[src/rtl/uart_pkg.sv]
// Shared types and baud helpers for the UART receive path.
// Divisors are rounded to the nearest clock count per bit.
package uart_pkg;

  typedef enum logic [2:0] {
    IDLE,
    START,
    DATA,
    PARITY,
    STOP
  } state_t;

  localparam int unsigned BAUD_9600   = 9600;
  localparam int unsigned BAUD_19200  = 19200;
  localparam int unsigned BAUD_38400  = 38400;
  localparam int unsigned BAUD_115200 = 115200;

  function automatic logic [15:0] baud_div(
    input int unsigned clk_hz,
    input logic [1:0]  sel
  );
    int unsigned baud;
    int unsigned q;
    baud = BAUD_115200;
    case (sel)
      2'd0: baud = BAUD_9600;
      2'd1: baud = BAUD_19200;
      2'd2: baud = BAUD_38400;
      2'd3: baud = BAUD_115200;
      default: baud = BAUD_115200;
    endcase
    q = (clk_hz + baud / 2) / baud;
    return q[15:0];
  endfunction

endpackage

[src/rtl/uart_rx_sync.sv]
// Metastability synchroniser for the rx pin, idle-high, with a
// falling-edge strobe taken on the synchronised signal.
module uart_rx_sync
  import uart_pkg::*;
#(
  parameter int SYNC_STAGES = 2
) (
  input  logic clk,
  input  logic rst,
  input  logic rx,
  output logic line,
  output logic fall
);

  logic [SYNC_STAGES-1:0] chain;
  logic                   last;

  always_ff @(posedge clk or posedge rst) begin
    if (rst) begin
      chain <= '1;
      last  <= 1'b1;
    end else begin
      chain <= {chain[SYNC_STAGES-2:0], rx};
      last  <= chain[SYNC_STAGES-1];
    end
  end

  assign line = chain[SYNC_STAGES-1];
  assign fall = last & ~line;

endmodule

[src/rtl/uart_rx_param.sv]
// Parametrised UART receiver with valid/ready output.
// Define UART_RX_PARITY_EN to receive and check a parity bit.
module uart_rx_param
  import uart_pkg::*;
#(
  parameter int unsigned CLK_HZ      = 50_000_000,
  parameter int          DATA_BITS   = 8,
  parameter int          SYNC_STAGES = 2
) (
  input  logic                 clk,
  input  logic                 rst,
  input  logic [1:0]           baud_sel,
  input  logic                 rx,
  input  logic                 parity_odd,
  output logic [DATA_BITS-1:0] rx_data,
  output logic                 rx_valid,
  input  logic                 rx_ready,
  output logic                 frame_err,
  output logic                 parity_err,
  output logic                 overrun,
  output logic                 busy
);

  localparam logic [15:0] DIV0 = baud_div(CLK_HZ, 2'd0);
  localparam logic [15:0] DIV1 = baud_div(CLK_HZ, 2'd1);
  localparam logic [15:0] DIV2 = baud_div(CLK_HZ, 2'd2);
  localparam logic [15:0] DIV3 = baud_div(CLK_HZ, 2'd3);
  localparam logic [3:0]  LAST_BIT = 4'(DATA_BITS - 1);

  state_t               state;
  logic [15:0]          cnt;
  logic [15:0]          div;
  logic [15:0]          sel_div;
  logic [15:0]          div_m1;
  logic [15:0]          hdiv_m1;
  logic [3:0]           bit_cnt;
  logic [DATA_BITS-1:0] shreg;
  logic                 line;
  logic                 fall;
  logic                 accept;

  uart_rx_sync #(
    .SYNC_STAGES(SYNC_STAGES)
  ) u_sync (
    .clk (clk),
    .rst (rst),
    .rx  (rx),
    .line(line),
    .fall(fall)
  );

  always_comb begin
    sel_div = DIV3;
    case (baud_sel)
      2'd0: sel_div = DIV0;
      2'd1: sel_div = DIV1;
      2'd2: sel_div = DIV2;
      2'd3: sel_div = DIV3;
      default: sel_div = DIV3;
    endcase
  end

  assign div_m1  = div - 16'd1;
  assign hdiv_m1 = (div >> 1) - 16'd1;
  // A held word can be replaced only when it is consumed this cycle.
  assign accept  = !rx_valid || rx_ready;

`ifdef UART_RX_PARITY_EN
  logic par_err_q;
`else
  logic unused_parity;
  assign unused_parity = parity_odd;
  assign parity_err    = 1'b0;
`endif

  always_ff @(posedge clk or posedge rst) begin
    if (rst) begin
      state      <= IDLE;
      cnt        <= '0;
      div        <= DIV0;
      bit_cnt    <= '0;
      shreg      <= '0;
      rx_data    <= '0;
      rx_valid   <= 1'b0;
      frame_err  <= 1'b0;
      overrun    <= 1'b0;
      busy       <= 1'b0;
`ifdef UART_RX_PARITY_EN
      par_err_q  <= 1'b0;
      parity_err <= 1'b0;
`endif
    end else begin
      overrun <= 1'b0;
      if (rx_valid && rx_ready) begin
        rx_valid <= 1'b0;
      end
      unique case (state)
        IDLE: begin
          if (fall) begin
            state   <= START;
            cnt     <= '0;
            bit_cnt <= '0;
            div     <= sel_div;
            busy    <= 1'b1;
          end
        end
        START: begin
          if (cnt == hdiv_m1) begin
            cnt <= '0;
            if (line) begin
              state <= IDLE;
              busy  <= 1'b0;
            end else begin
              state <= DATA;
            end
          end else begin
            cnt <= cnt + 16'd1;
          end
        end
        DATA: begin
          if (cnt == div_m1) begin
            cnt     <= '0;
            shreg   <= {line, shreg[DATA_BITS-1:1]};
            bit_cnt <= bit_cnt + 4'd1;
            if (bit_cnt == LAST_BIT) begin
`ifdef UART_RX_PARITY_EN
              state <= PARITY;
`else
              state <= STOP;
`endif
            end
          end else begin
            cnt <= cnt + 16'd1;
          end
        end
`ifdef UART_RX_PARITY_EN
        PARITY: begin
          if (cnt == div_m1) begin
            cnt       <= '0;
            par_err_q <= ^shreg ^ line ^ parity_odd;
            state     <= STOP;
          end else begin
            cnt <= cnt + 16'd1;
          end
        end
`endif
        // Leave at mid-stop so a back-to-back start edge is not missed.
        STOP: begin
          if (cnt == div_m1) begin
            cnt   <= '0;
            state <= IDLE;
            busy  <= 1'b0;
            if (accept) begin
              rx_data    <= shreg;
              rx_valid   <= 1'b1;
              frame_err  <= ~line;
`ifdef UART_RX_PARITY_EN
              parity_err <= par_err_q;
`endif
            end else begin
              overrun <= 1'b1;
            end
          end else begin
            cnt <= cnt + 16'd1;
          end
        end
        default: begin
          state <= IDLE;
          busy  <= 1'b0;
        end
      endcase
    end
  end

endmodule

[config.mk]
export PLATFORM = sky130hd
export DESIGN_NAME = uart_rx_param
export DESIGN_NICKNAME = d
export VERILOG_FILES = /design/src/rtl/uart_pkg.sv /design/src/rtl/uart_rx_sync.sv /design/src/rtl/uart_rx_param.sv
export SDC_FILE = /design/constraint.sdc
export NUM_CORES = 1
export LEC_CHECK = 0
export CAP_MARGIN = 20
export CORE_UTILIZATION = 47
export CTS_BUF_LIST = sky130_fd_sc_hd__clkbuf_8
export CTS_CLUSTER_SIZE = 12
export DETAILED_ROUTE_END_ITERATION = 8
export PLACE_DENSITY = 0.65
export REMOVE_ABC_BUFFERS = 1
export SLEW_MARGIN = 0
export SYNTH_ARGS = -nofsm -noshare
export SYNTH_HDL_FRONTEND = slang
export SYNTH_SLANG_ARGS = --single-unit
[constraint.sdc]
create_clock -name clk -period 4.4 [get_ports clk]
set_input_delay 0.66 -clock clk [delete_from_list [all_inputs] [get_ports clk]]
set_output_delay 0.66 -clock clk [all_outputs]
set_load 0.02 [all_outputs]
==> impl_metrics.yaml, run 1 <==
drt:
  wl_per_cell_um: 15.0
  viasPerCell: 5.65
  dr.pass1.iters: 4
  final_antenna_net_count: 0
  drc: 0
  drt_iter0_markers: 135
  wirelength_um: 7550
  routed-via-count: 2844
sta:
  fmax_mhz: 276
  post-route-period-util_pct: 82.5
  maxSlewViolCount: 0
  hold_viol: 0
  finClkSkew_ps: 10.5
  rsz0062_at_grt: "no"
  setup_viol: 0
  worst_pin_slew_ps: 704
  whs_ps: 363
  fin_crit_ps: 3630
  tns_ps: 0
  slew_headroom_pct: 52.7
critical_path:
  worstPathRequired_ps: 4570
  crit_type: "reg -> reg"
  cp_max_fo: 17
  startpoint_type: "register"
  crit_arrival_ps: 3800
  end_kind: "register"
die:
  die_y_um: 88.7
  rows: 31
  core_um2: 7250
  start_util_pct: 48.7
  ioPinCount: 20
  fp.dieW_um: 88.7
  die-area_um2: 7870
clock_network:
  clk_path_buf_depth: 2
  cts_buffers: 5
  cts.htree.levels: 2
  cts_resized: 0
  cts_setup_buffers: 0
  clock_latency_ps: 320
  cts_tree: "yes"
  clk_pin_slew_ps: 110
  holdBufCountCts: 0
  cts_root_buf: "clkbuf_8"
  clkSinkCount: 55
placed_design:
  dpl.cell_count: 495
  dp_hpwl_um: 5410
  io_buffers: 17
  place_congestion: 0.836
global_routing:
  grt_max_degree: 29
  grt_use_total_pct: 20.8
  grt-ovfl-total: 0
  antenna_found_initial: 0
  grt_pass1_vias: 2626
  grt_pass1_wl_um: 12700
yosys:
  ys_ff_latch: 55
  syn_area_per_cell_um2: 8.65
  synth_ff_type: "dfrtp_1"
  synthTopCellsByArea: "dfrtp_1 34%, nand2_1 6.3%, o21ai_0 5.2%, dfstp_2 5.2%, mux2_2 5.1%"
  yosysSeqAreaShare_pct: 39.2
  yosysTopAreaCell: "dfrtp_1"
  yosys.area_share.simple_pct: 26.3
  syn-cell-area_um2: 3540
  ys_types: 54
  synthMuxAreaShare_pct: 5.38
  synth_top_cell_area_share_pct: 34.0
  synth_top_family_by_area: "simple AND/OR/NAND/NOR gates"
  synth_compound_area_share_pct: 13.8
  syn-instance-count: 409
  synth_edf_count: 0
  async_flop_share_pct: 100
  ys_warn_count: 0
  synth_fa_ha_area_share_pct: 2.83
  synth_xor_area_share_pct: 6.69
outcome:
  outcome: "completed"
layout:
  drive_gt1_share_pct: 12.6
  n_antenna_cell: 0
  fin_cells: 503
  area_growth_pct: 8.00
  nets: 418
pwr:
  swShare_pct: 45.9
  vdd.ir_drop.worst_mv: 0.211
  comb_power_share_pct: 42.7
  p_sw_mw: 0.881
  seqPwrFrac_pct: 40.9
  p_per_area_nw_per_um2: 502
  internal_power_mw: 1.04
  leakagePower_nw: 1.60
  clkPwrFrac_pct: 16.3
run:
  cap_violations: 0
hold_path:
  hp-class: "reg -> reg"
[critical path, cell delays in order (launching register included)]
cell and delay, ps:
dfrtp_1 540, inv_1 130, ha_1 290, or4b_1 570, o21ai_0 170, nor4b_1 240, nand4_1 160, nor4bb_1 350
a21oi_1 120, buf_4 200, nor2_2 500, o21ai_0 200
[cell type report]
| class | instances | area [µm²] |
|---|---|---|
| Clock buffer | 5 | 68.8 |
| Clock inverter | 3 | 33.8 |
| Fill cell | 682 | 3430 |
| Inverter | 13 | 48.8 |
| Multi-Input combinational cell | 306 | 1950 |
| Sequential cell | 55 | 1390 |
| Tap cell | 99 | 124 |
| Timing Repair Buffer | 22 | 208 |
[synthesized netlist by cell type (4+ instances only)]
| library cell | number |
|---|---|
| a21oi_1 | 14 |
| buf_2 | 7 |
| clkbuf_1 | 22 |
| dfrtp_1 | 48 |
| dfstp_2 | 7 |
| ha_1 | 8 |
| inv_1 | 13 |
| mux2_2 | 16 |
| nand2_1 | 59 |
| nand2b_1 | 5 |
| nand3_1 | 18 |
| nand4_1 | 6 |
| nor2_1 | 32 |
| nor3_1 | 9 |
| nor3b_1 | 4 |
| nor4_1 | 4 |
| nor4b_1 | 4 |
| o211ai_1 | 8 |
| o21ai_0 | 37 |
| o221ai_1 | 4 |
| or2_2 | 6 |
| or3_1 | 5 |
| xnor2_1 | 13 |
| xor2_1 | 14 |
[per-stage QoR]
step / setup WS [ps] / area [µm²] / util (%) / total power, mW
global route: 494 / 3820 / 52.6 / 2.06
finish: 771 / 3820 / 52.6 / 1.92
CTS: 785 / 3820 / 52.6 / 1.92
detailed placement: 803 / 3720 / 51.2 / 1.60
global placement: 849 / 3720 / 51.2 / 1.58
floorplan: 1170 / 3380 / - / 1.37
[cells in the final DEF, fill, tap and decap left out, drive strengths merged, types with 3 or more instances in the layout]
| master | n |
|---|---|
| nand2 | 60 |
| dfrtp | 48 |
| o21ai | 37 |
| nor2 | 33 |
| nand3 | 18 |
| clkdlybuf4s50 | 17 |
| mux2 | 16 |
| a21oi | 14 |
| xor2 | 14 |
| inv | 14 |
| xnor2 | 13 |
| nor3 | 10 |
| o211ai | 8 |
| ha | 8 |
| dfstp | 7 |
| nand4 | 7 |
| or2 | 6 |
| nor4 | 6 |
| nand2b | 5 |
| or3 | 5 |
| clkbuf | 5 |
| buf | 5 |
| nor4b | 5 |
| nor3b | 4 |
| o221ai | 4 |
| or4 | 4 |
| nand3b | 3 |
| a211o | 3 |
[path summary, 6_finish.rpt]
| check | slack (ps) | cells after the start | endpoint | from |
|---|---|---|---|---|
| min | 360 | 0 | u_sync.chain[1] | u_sync.chain[0] |
| max reg2reg | 770 | 11 | cnt[14] | div[8] |
| min reg2reg | 360 | 0 | u_sync.chain[1] | u_sync.chain[0] |
| max in group asynchronous | 2880 | 3 | u_sync.chain[1] | rst |
| min in group asynchronous | 690 | 2 | rx_data[5] | rst |
| max | 770 | 11 | cnt[14] | div[8] |
[metal layers]
layer,global-route usage [%],routed length [µm]
met3,3.36,212
met4,8.65,197
met2,32.6,3510
met5,0,0
met1,28.8,3630
[flip-flops by register name, summed over array words and instances, names as in the netlist]
signal / flops
bit_cnt: 4
div: 9
u_sync.chain: 2
overrun: 1
state: 3
cnt: 16
busy: 1
rx_valid: 1
rx_data: 8
frame_err: 1
u_sync.last: 1
shreg: 8
[power by group through the flow]
stage	sequential, mW	clock, mW	combinational [mW]
after global routing	0.805	0.335	0.923
after CTS	0.781	0.321	0.814
final	0.785	0.313	0.819
after detailed placement	0.791	0	0.809
after global placement	0.789	0	0.794
after floorplan	0.739	0	0.627
[logic make-up after synthesis]
kind of cell	count (synthesis)
AOI/OAI and AO/OA	79
xor gates and xnor gates	27
adders and majority gates	8
buffers and inverters	48
DFF	55
muxes	17
other	1
and+or+nand+nor	174
No activity file was read; power rests on OpenSTA's default activity.
==> inputs of run 2 (changes only) <==
==> constraint.sdc (replaced) <==
create_clock -name clk -period 3.5 [get_ports clk]
set_input_delay 0.525 -clock clk [delete_from_list [all_inputs] [get_ports clk]]
set_output_delay 0.525 -clock clk [all_outputs]
set_load 0.02 [all_outputs]
==> impl_metrics.yaml, run 2 (synthesized netlist as in run 1, its figures left out) <==
sta:
  slew_headroom_pct: 55.0
  rsz0062_at_grt: "no"
  maxSlewViolCount: 0
  setup_viol: 0
  worst_pin_slew_ps: 666
  fmax_mhz: 311
  fin_crit_ps: 3210
  finClkSkew_ps: 8.89
  tns_ps: 0
  hold_viol: 0
  post-route-period-util_pct: 91.7
critical_path:
  crit_type: "reg -> reg"
  r2r-start: "div[2]"
  reg2reg_to: "cnt[6]"
  reg2regPathDepth: 12
  end_kind: "register"
  worstPathRequired_ps: 3680
  crit_arrival_ps: 3390
  rrSetupSlack_ps: 290
  cp_max_fo: 10
  critPathLaunch: "div[2]"
  startpoint_type: "register"
drt:
  drt_iter0_markers: 187
  routed-via-count: 2886
  viasPerCell: 5.66
  dr.pass1.iters: 4
  drc: 0
  wirelength_um: 7570
  final_antenna_net_count: 0
  wl_per_cell_um: 14.8
pwr:
  power_mw: 2.53
  vdd.ir_drop.worst_mv: 0.317
  p_per_area_nw_per_um2: 646
  leakagePower_nw: 1.67
hold_path:
  whs_path_depth: 0
  hold_end: "u_sync.chain[1]"
  hp-class: "reg -> reg"
  min_from: "u_sync.chain[0]"
global_routing:
  grt_use_total_pct: 21.5
  grt_pass1_wl_um: 13200
  grt_pass1_vias: 2725
  grt_max_degree: 30
  antenna_found_initial: 0
  grt-ovfl-total: 0
run:
  cap_violations: 0
die:
  rows: 31
  start_util_pct: 48.7
  fp.dieW_um: 88.7
  die_y_um: 88.7
  core_um2: 7250
  ioPinCount: 20
  die-area_um2: 7870
outcome:
  outcome: "completed"
layout:
  largest_reg_flops: 16
  n_antenna_cell: 0
  top_register: "cnt"
  reg_top3: "cnt: 16 flops, div: 9 flops"
  final_cell_mix: "59 x nand2_1, 48 x dfrtp_1, 37 x o21ai_0"
  nets: 425
  finalCoreUtilization_pct: 54.0
  area_growth_pct: 10.8
  drive_gt1_share_pct: 15.3
  final_common_cell: "nand2_1"
clock_network:
  cts.htree.levels: 2
  clk_pin_slew_ps: 90
  cts_root_buf: "clkbuf_8"
  clock_latency_ps: 310
  clkSinkCount: 55
  holdBufCountCts: 0
  cts_buffers: 5
  clk_path_buf_depth: 2
  cts_tree: "yes"
placed_design:
  dp_hpwl_um: 5390
  io_buffers: 17
  place_congestion: 0.867
==> run 2: routing by layer <==
| layer | vias up | part of all wire, % | GRT usage, % |
|---|---|---|---|
| met4 | 0 | 1.2 | 5.57 |
| li1 | 1431 | - | - |
| met2 | 56 | 47 | 35.5 |
| met5 | - | 0 | 0 |
| met1 | 1389 | 47 | 29.5 |
| met3 | 10 | 4.3 | 3.54 |
==> run 2: where the power goes <==
part / internal, mW / switching [mW] / total, mW
Clock: 0.211 / 0.203 / 0.414
Sequential: 0.740 / 0.230 / 0.970
Combinational: 0.484 / 0.663 / 1.15
==> run 2: layout make-up <==
| class | count | area [µm²] |
|---|---|---|
| Inverter | 13 | 48.8 |
| Clock buffer | 5 | 68.8 |
| Tap cell | 99 | 124 |
| Clock inverter | 3 | 41.3 |
| Multi-Input combinational cell | 306 | 1990 |
| Timing Repair Buffer | 29 | 260 |
| Fill cell | 710 | 3340 |
| Sequential cell | 55 | 1390 |
==> run 2: critical path, stage by stage (launching register included) <==
cell	delay, ps
dfrtp_1	420
inv_1	90
ha_1	280
nor4b_4	350
nand2_1	160
xnor2_2	250
or4b_1	510
nor4_4	230
buf_4	230
nor3_2	100
buf_4	190
o21ai_0	150
o221ai_1	130
==> run 2: stage by stage <==
step	hold WS, ps	setup WS, ps	cell area (µm²)	instances
global placement	346	118	3760	501
finish	362	289	3920	510
floorplan	345	270	3380	374
CTS	363	43.7	3870	509
global route	364	26.7	3920	510
detailed placement	348	99.7	3760	501
==> run 2: worst max path at each step <==
stage | endpoint | depth (start not counted)
finish | cnt[6] | 12
CTS | cnt[12] | 12
detailed placement | cnt[14] | 12
global placement | cnt[9] | 12
global route | cnt[6] | 12
floorplan | cnt[10] | 10
==> run 2: repair_timing <==
item                       in CTS  in global routing
gates resized for setup         0                  7
setup endpoints to repair       0                 27
setup buffers                   0                  1
